--- config.mk ---
export PLATFORM = sky130hd
export DESIGN_NAME = arith_shift_left_seq
export DESIGN_NICKNAME = d
export VERILOG_FILES = /design/src/rtl/arith_shift_left_seq.sv
export SDC_FILE = /design/constraint.sdc
export NUM_CORES = 1
export LEC_CHECK = 0
export CORE_MARGIN = 3
export CORE_UTILIZATION = 47
export CTS_CLUSTER_SIZE = 16
export DETAILED_ROUTE_END_ITERATION = 6
export GPL_ROUTABILITY_DRIVEN = 0
export PLACE_DENSITY = 0.83
export RECOVER_POWER = 25
export SETUP_SLACK_MARGIN = 0.1
export SYNTH_ARGS = -nofsm -noshare
export SYNTH_HDL_FRONTEND = slang
export SYNTH_SLANG_ARGS = --single-unit
--- constraint.sdc ---
create_clock -name clk -period 2.1 [get_ports clk]
set_clock_uncertainty 0.1 [all_clocks]
set_input_delay 0.42 -clock clk [delete_from_list [all_inputs] [get_ports clk]]
set_output_delay 0.42 -clock clk [all_outputs]
set_load 0.1 [all_outputs]
--- src/rtl/arith_shift_left_seq.sv ---
// -----------------------------------------------------------------------------
// arith_shift_left_seq
//   Iterative signed arithmetic left shifter. A start strobe captures a signed
//   operand and a shift amount. The operand then moves left by one bit per
//   clock, with zeros filling the LSB. When the count runs out, the result is
//   presented together with a one-cycle done pulse and an overflow flag.
//   Overflow means the result no longer equals a*2**value in W bits. It is
//   detected on each step as a change of the sign bit, and it stays set for the
//   rest of the operation.
//
// Ports
//   clk    in   1   single clock, rising edge
//   rst_n  in   1   synchronous active-low reset
//   start  in   1   request, sampled only while idle
//   a      in   W   signed operand, captured with start
//   value  in   SW  shift amount, captured with start
//   busy   out  1   high while an operation is shifting or completing
//   done   out  1   one-cycle pulse when y/ovf are updated
//   y      out  W   signed result, held until the next done
//   ovf    out  1   overflow of the operation, held with y
//
// Configuration
//   ASL_SATURATE_EN  when defined, an overflowed result saturates toward the
//                    sign of the original operand instead of wrapping.
// -----------------------------------------------------------------------------
module arith_shift_left_seq #(
   parameter int W  = 8,
   parameter int SW = 3
) (
   input  logic          clk,
   input  logic          rst_n,
   input  logic          start,
   input  logic [W-1:0]  a,
   input  logic [SW-1:0] value,
   output logic          busy,
   output logic          done,
   output logic [W-1:0]  y,
   output logic          ovf
);

   typedef enum logic [1:0] {
      IDLE  = 2'd0,
      SHIFT = 2'd1,
      DONE  = 2'd2
   } state_t;

   state_t        state_q, state_d;
   logic [W-1:0]  acc_q, acc_d;
   logic [SW-1:0] cnt_q, cnt_d;
   logic          ovf_int_q, ovf_int_d;
   logic [W-1:0]  y_q, y_d;
   logic          ovf_q, ovf_d;
   logic          done_q, done_d;
`ifdef ASL_SATURATE_EN
   // The sign of the original operand selects the saturation rail, because
   // acc may already have lost that sign by the time overflow is detected.
   logic          sign_q, sign_d;
`endif

   // The next-state and datapath logic. Every register holds its value unless
   // the current state says otherwise. done defaults low so that it is a pulse.
   always_comb begin
      state_d   = state_q;
      acc_d     = acc_q;
      cnt_d     = cnt_q;
      ovf_int_d = ovf_int_q;
      y_d       = y_q;
      ovf_d     = ovf_q;
      done_d    = 1'b0;
`ifdef ASL_SATURATE_EN
      sign_d    = sign_q;
`endif

      case (state_q)
         IDLE: begin
            if (start) begin
               acc_d     = a;
               cnt_d     = value;
               ovf_int_d = 1'b0;
`ifdef ASL_SATURATE_EN
               sign_d    = a[W-1];
`endif
               state_d   = SHIFT;
            end
         end

         SHIFT: begin
            if (cnt_q != '0) begin
               // A step overflows when the bit about to become the sign
               // differs from the current sign.
               acc_d     = {acc_q[W-2:0], 1'b0};
               cnt_d     = cnt_q - SW'(1);
               ovf_int_d = ovf_int_q | (acc_q[W-1] ^ acc_q[W-2]);
            end else begin
`ifdef ASL_SATURATE_EN
               if (ovf_int_q) begin
                  y_d = sign_q ? {1'b1, {(W-1){1'b0}}} : {1'b0, {(W-1){1'b1}}};
               end else begin
                  y_d = acc_q;
               end
`else
               y_d = acc_q;
`endif
               ovf_d   = ovf_int_q;
               done_d  = 1'b1;
               state_d = DONE;
            end
         end

         DONE: begin
            state_d = IDLE;
         end

         default: begin
            state_d = IDLE;
         end
      endcase
   end

   // The state and data registers. A reset discards any operation in flight
   // and clears the visible result.
   always_ff @(posedge clk) begin
      if (!rst_n) begin
         state_q   <= IDLE;
         acc_q     <= '0;
         cnt_q     <= '0;
         ovf_int_q <= 1'b0;
         y_q       <= '0;
         ovf_q     <= 1'b0;
         done_q    <= 1'b0;
`ifdef ASL_SATURATE_EN
         sign_q    <= 1'b0;
`endif
      end else begin
         state_q   <= state_d;
         acc_q     <= acc_d;
         cnt_q     <= cnt_d;
         ovf_int_q <= ovf_int_d;
         y_q       <= y_d;
         ovf_q     <= ovf_d;
         done_q    <= done_d;
`ifdef ASL_SATURATE_EN
         sign_q    <= sign_d;
`endif
      end
   end

   assign busy = (state_q != IDLE);
   assign done = done_q;
   assign y    = y_q;
   assign ovf  = ovf_q;

endmodule

==> results.cfg <==
[grt]
antenna_found_initial = 0
grt_max_degree = 14
grt_pass1_vias = 806
overflow = 0
grt_pass1_wl_um = 3530
grt_use_total_pct = 17.3

[timing]
tightest_slew_ns = 0.542
clock.fmax_mhz = 549
rsz0062_at_grt = no
period_share_pct = 86.8
hold_violations = 0
fin_tns_setup_ns = 0
setup_viol = 0
holdWs_ns = 0.402
slew_headroom_pct = 64.0
min_period_ns = 1.82
slew_violations = 0

[floorplanning]
ios = 25
dieWidth_um = 53.1
initial_core_util_pct = 51.5
core_um2 = 2020
std_cell_rows = 16
die_area_um2 = 2820
die_h_um = 53.1

[setup_path]
critical_path.cell_chain = inv_1 -> ha_1 -> ha_1 -> nand2b_1 -> a211o_2 -> o22ai_1
crit_path_frequent_cell = ha_1
arrival_ns = 1.96
crit_required_ns = 2.24
critPathLaunchType = flop
path_max_fanout = 11
max_stage_delay_ns = 0.44
critPathSlowestCell = a211o_2
path_class = reg -> reg
endpoint_kind = flop
cp_top_family = compound AO/OA/AOI/OAI gates
cp_num_buf_inv = 1

[synth]
ys_ff_latch = 24
synth_cells = 104
syn_area_per_cell_um2 = 10.0
yosys_warnings = 0
syn-cell-area_um2 = 1040
synthDistinctLibCells = 21
syn_nets = 120
ys_seq_area_share_pct = 46.1

[clock_network]
clockBufferDepth = 2
hold_buffers = 0
cts_buffers = 3
clkSinkCount = 24
root_buffer = clkbuf_4
htreeDepth = 1
clk_pin_slew_ns = 0.13
cts_tree = done
clk_latency_ns = 0.31

[drt]
drc_errors = 0
drt_iter0_drc = 8
vias = 800
detail-route-antenna-nets = 0
first_pass_iters = 4
drt-total-wl_um = 2100
viasPerCell = 5.03
wl_per_cell_um = 13.2

[placement]
io_buffers = 24
dp_cells = 155
hpwl_um = 1510

[cells_and_area]
nets = 149
final_util_pct = 65.5
final-instance-count-excl-fill = 159
antennaDiodeCount = 0
layout-drive-gt1-share_pct = 22.7
mostFrequentLayoutCell = dfxtp_1
area_growth_pct = 27.1
final_cell_mix = 24 x dfxtp_1, 17 x mux2i_1, 13 x nand2_1, 13 x clkdlybuf4s50_1, 12 x nor2_1

[run]
max_cap_viol_count = 0

[worst_hold_path]
hp-class = reg -> reg

[pwr]
ir_worst_vdd_uv = 481
power_mw = 1.05
powerDensity_nw_per_um2 = 791
p_leak_nw = 0.631

[run_status]
outcome = completed
[cells in the mapped netlist]
master / number / area (um^2)
dfxtp_1: 24 / 480
mux2i_1: 17 / 170
nand2_1: 13 / 48.8
nor2_1: 12 / 45.0
o22ai_2: 9 / 113
inv_1: 5 / 18.8
a21oi_1: 3 / 15.0
nand2b_1: 3 / 18.8
buf_2: 2 / 10.0
clkbuf_1: 2 / 7.51
ha_1: 2 / 25.0
nor3b_1: 2 / 15.0
o22ai_1: 2 / 12.5
a211o_1: 1 / 8.76
buf_4: 1 / 7.51
buf_6: 1 / 11.3
inv_2: 1 / 3.75
nand3b_1: 1 / 7.51
nor3_1: 1 / 5.00
o211a_1: 1 / 10.0
xnor2_1: 1 / 8.76
[registers in the layout (all words and copies together), names as in the netlist]
register   cells
done           1
ovf_int_q      1
acc_q          8
cnt_q          3
state_q        2
ovf            1
y              8
[path summary, 6_finish.rpt]
check           start       end  slack [ns]  cells past startpoint
max          cnt_q[0]  cnt_q[1]        0.28                      6
min          cnt_q[2]  cnt_q[2]        0.40                      2
max reg2reg  cnt_q[0]  cnt_q[1]        0.28                      6
min reg2reg  cnt_q[2]  cnt_q[2]        0.40                      2
[report_power, final]
group	internal (mW)	switching, mW
logic	0.123	0.173
registers	0.489	0.0261
clock network	0.106	0.131
total	0.717	0.330
[through the flow]
| step | setup WS, ns | cell area, um^2 |
|---|---|---|
| 3_5_place_dp | 0.191 | 1310 |
| 4_1_cts | 0.192 | 1350 |
| 5_1_grt | 0.173 | 1330 |
| 2_1_floorplan | 0.486 | 1040 |
| 6_report | 0.277 | 1330 |
| 3_3_place_gp | 0.225 | 1310 |
[worst register-to-register path: stages, from the launching register on]
cell      delay [ns]
dfxtp_1         0.35
inv_1           0.06
ha_1            0.20
ha_1            0.21
nand2b_1        0.17
a211o_2         0.44
o22ai_1         0.23
[layer usage]
| metal | routed length, um | global-route usage [%] | vias to the layer above |
|---|---|---|---|
| met4 | 19 | 8.94 | 0 |
| met3 | 63 | 1.69 | 2 |
| met2 | 1010 | 28.7 | 16 |
| met5 | 0 | 0 | - |
| li1 | - | - | 408 |
| met1 | 1000 | 21.9 | 374 |
[logic make-up after synthesis]
family / Yosys count / synth area share, %
muxes: 17 / 16.3
adders and majority gates: 2 / 2.40
xor gates and xnor gates: 1 / 0.840
and+or+nand+nor: 32 / 13.4
AOI/OAI and AO/OA: 16 / 15.2
buffers and inverters: 12 / 5.64
DFF: 24 / 46.1
[area by class of cell]
class	instances	area, um^2
Fill cell	162	697
Multi-Input combinational cell	68	504
Sequential cell	24	480
Timing Repair Buffer	30	248
Clock buffer	4	36.3
Tap cell	27	33.8
Inverter	6	22.5
[timing repair]
action | 4_1_cts | 5_1_grt
gates resized for setup | 0 | 1
setup endpoints to repair | 0 | 1
buffers inserted | 0 | 0
hold endpoints to repair | 0 | 0
(Power assumes the default switching activity.)
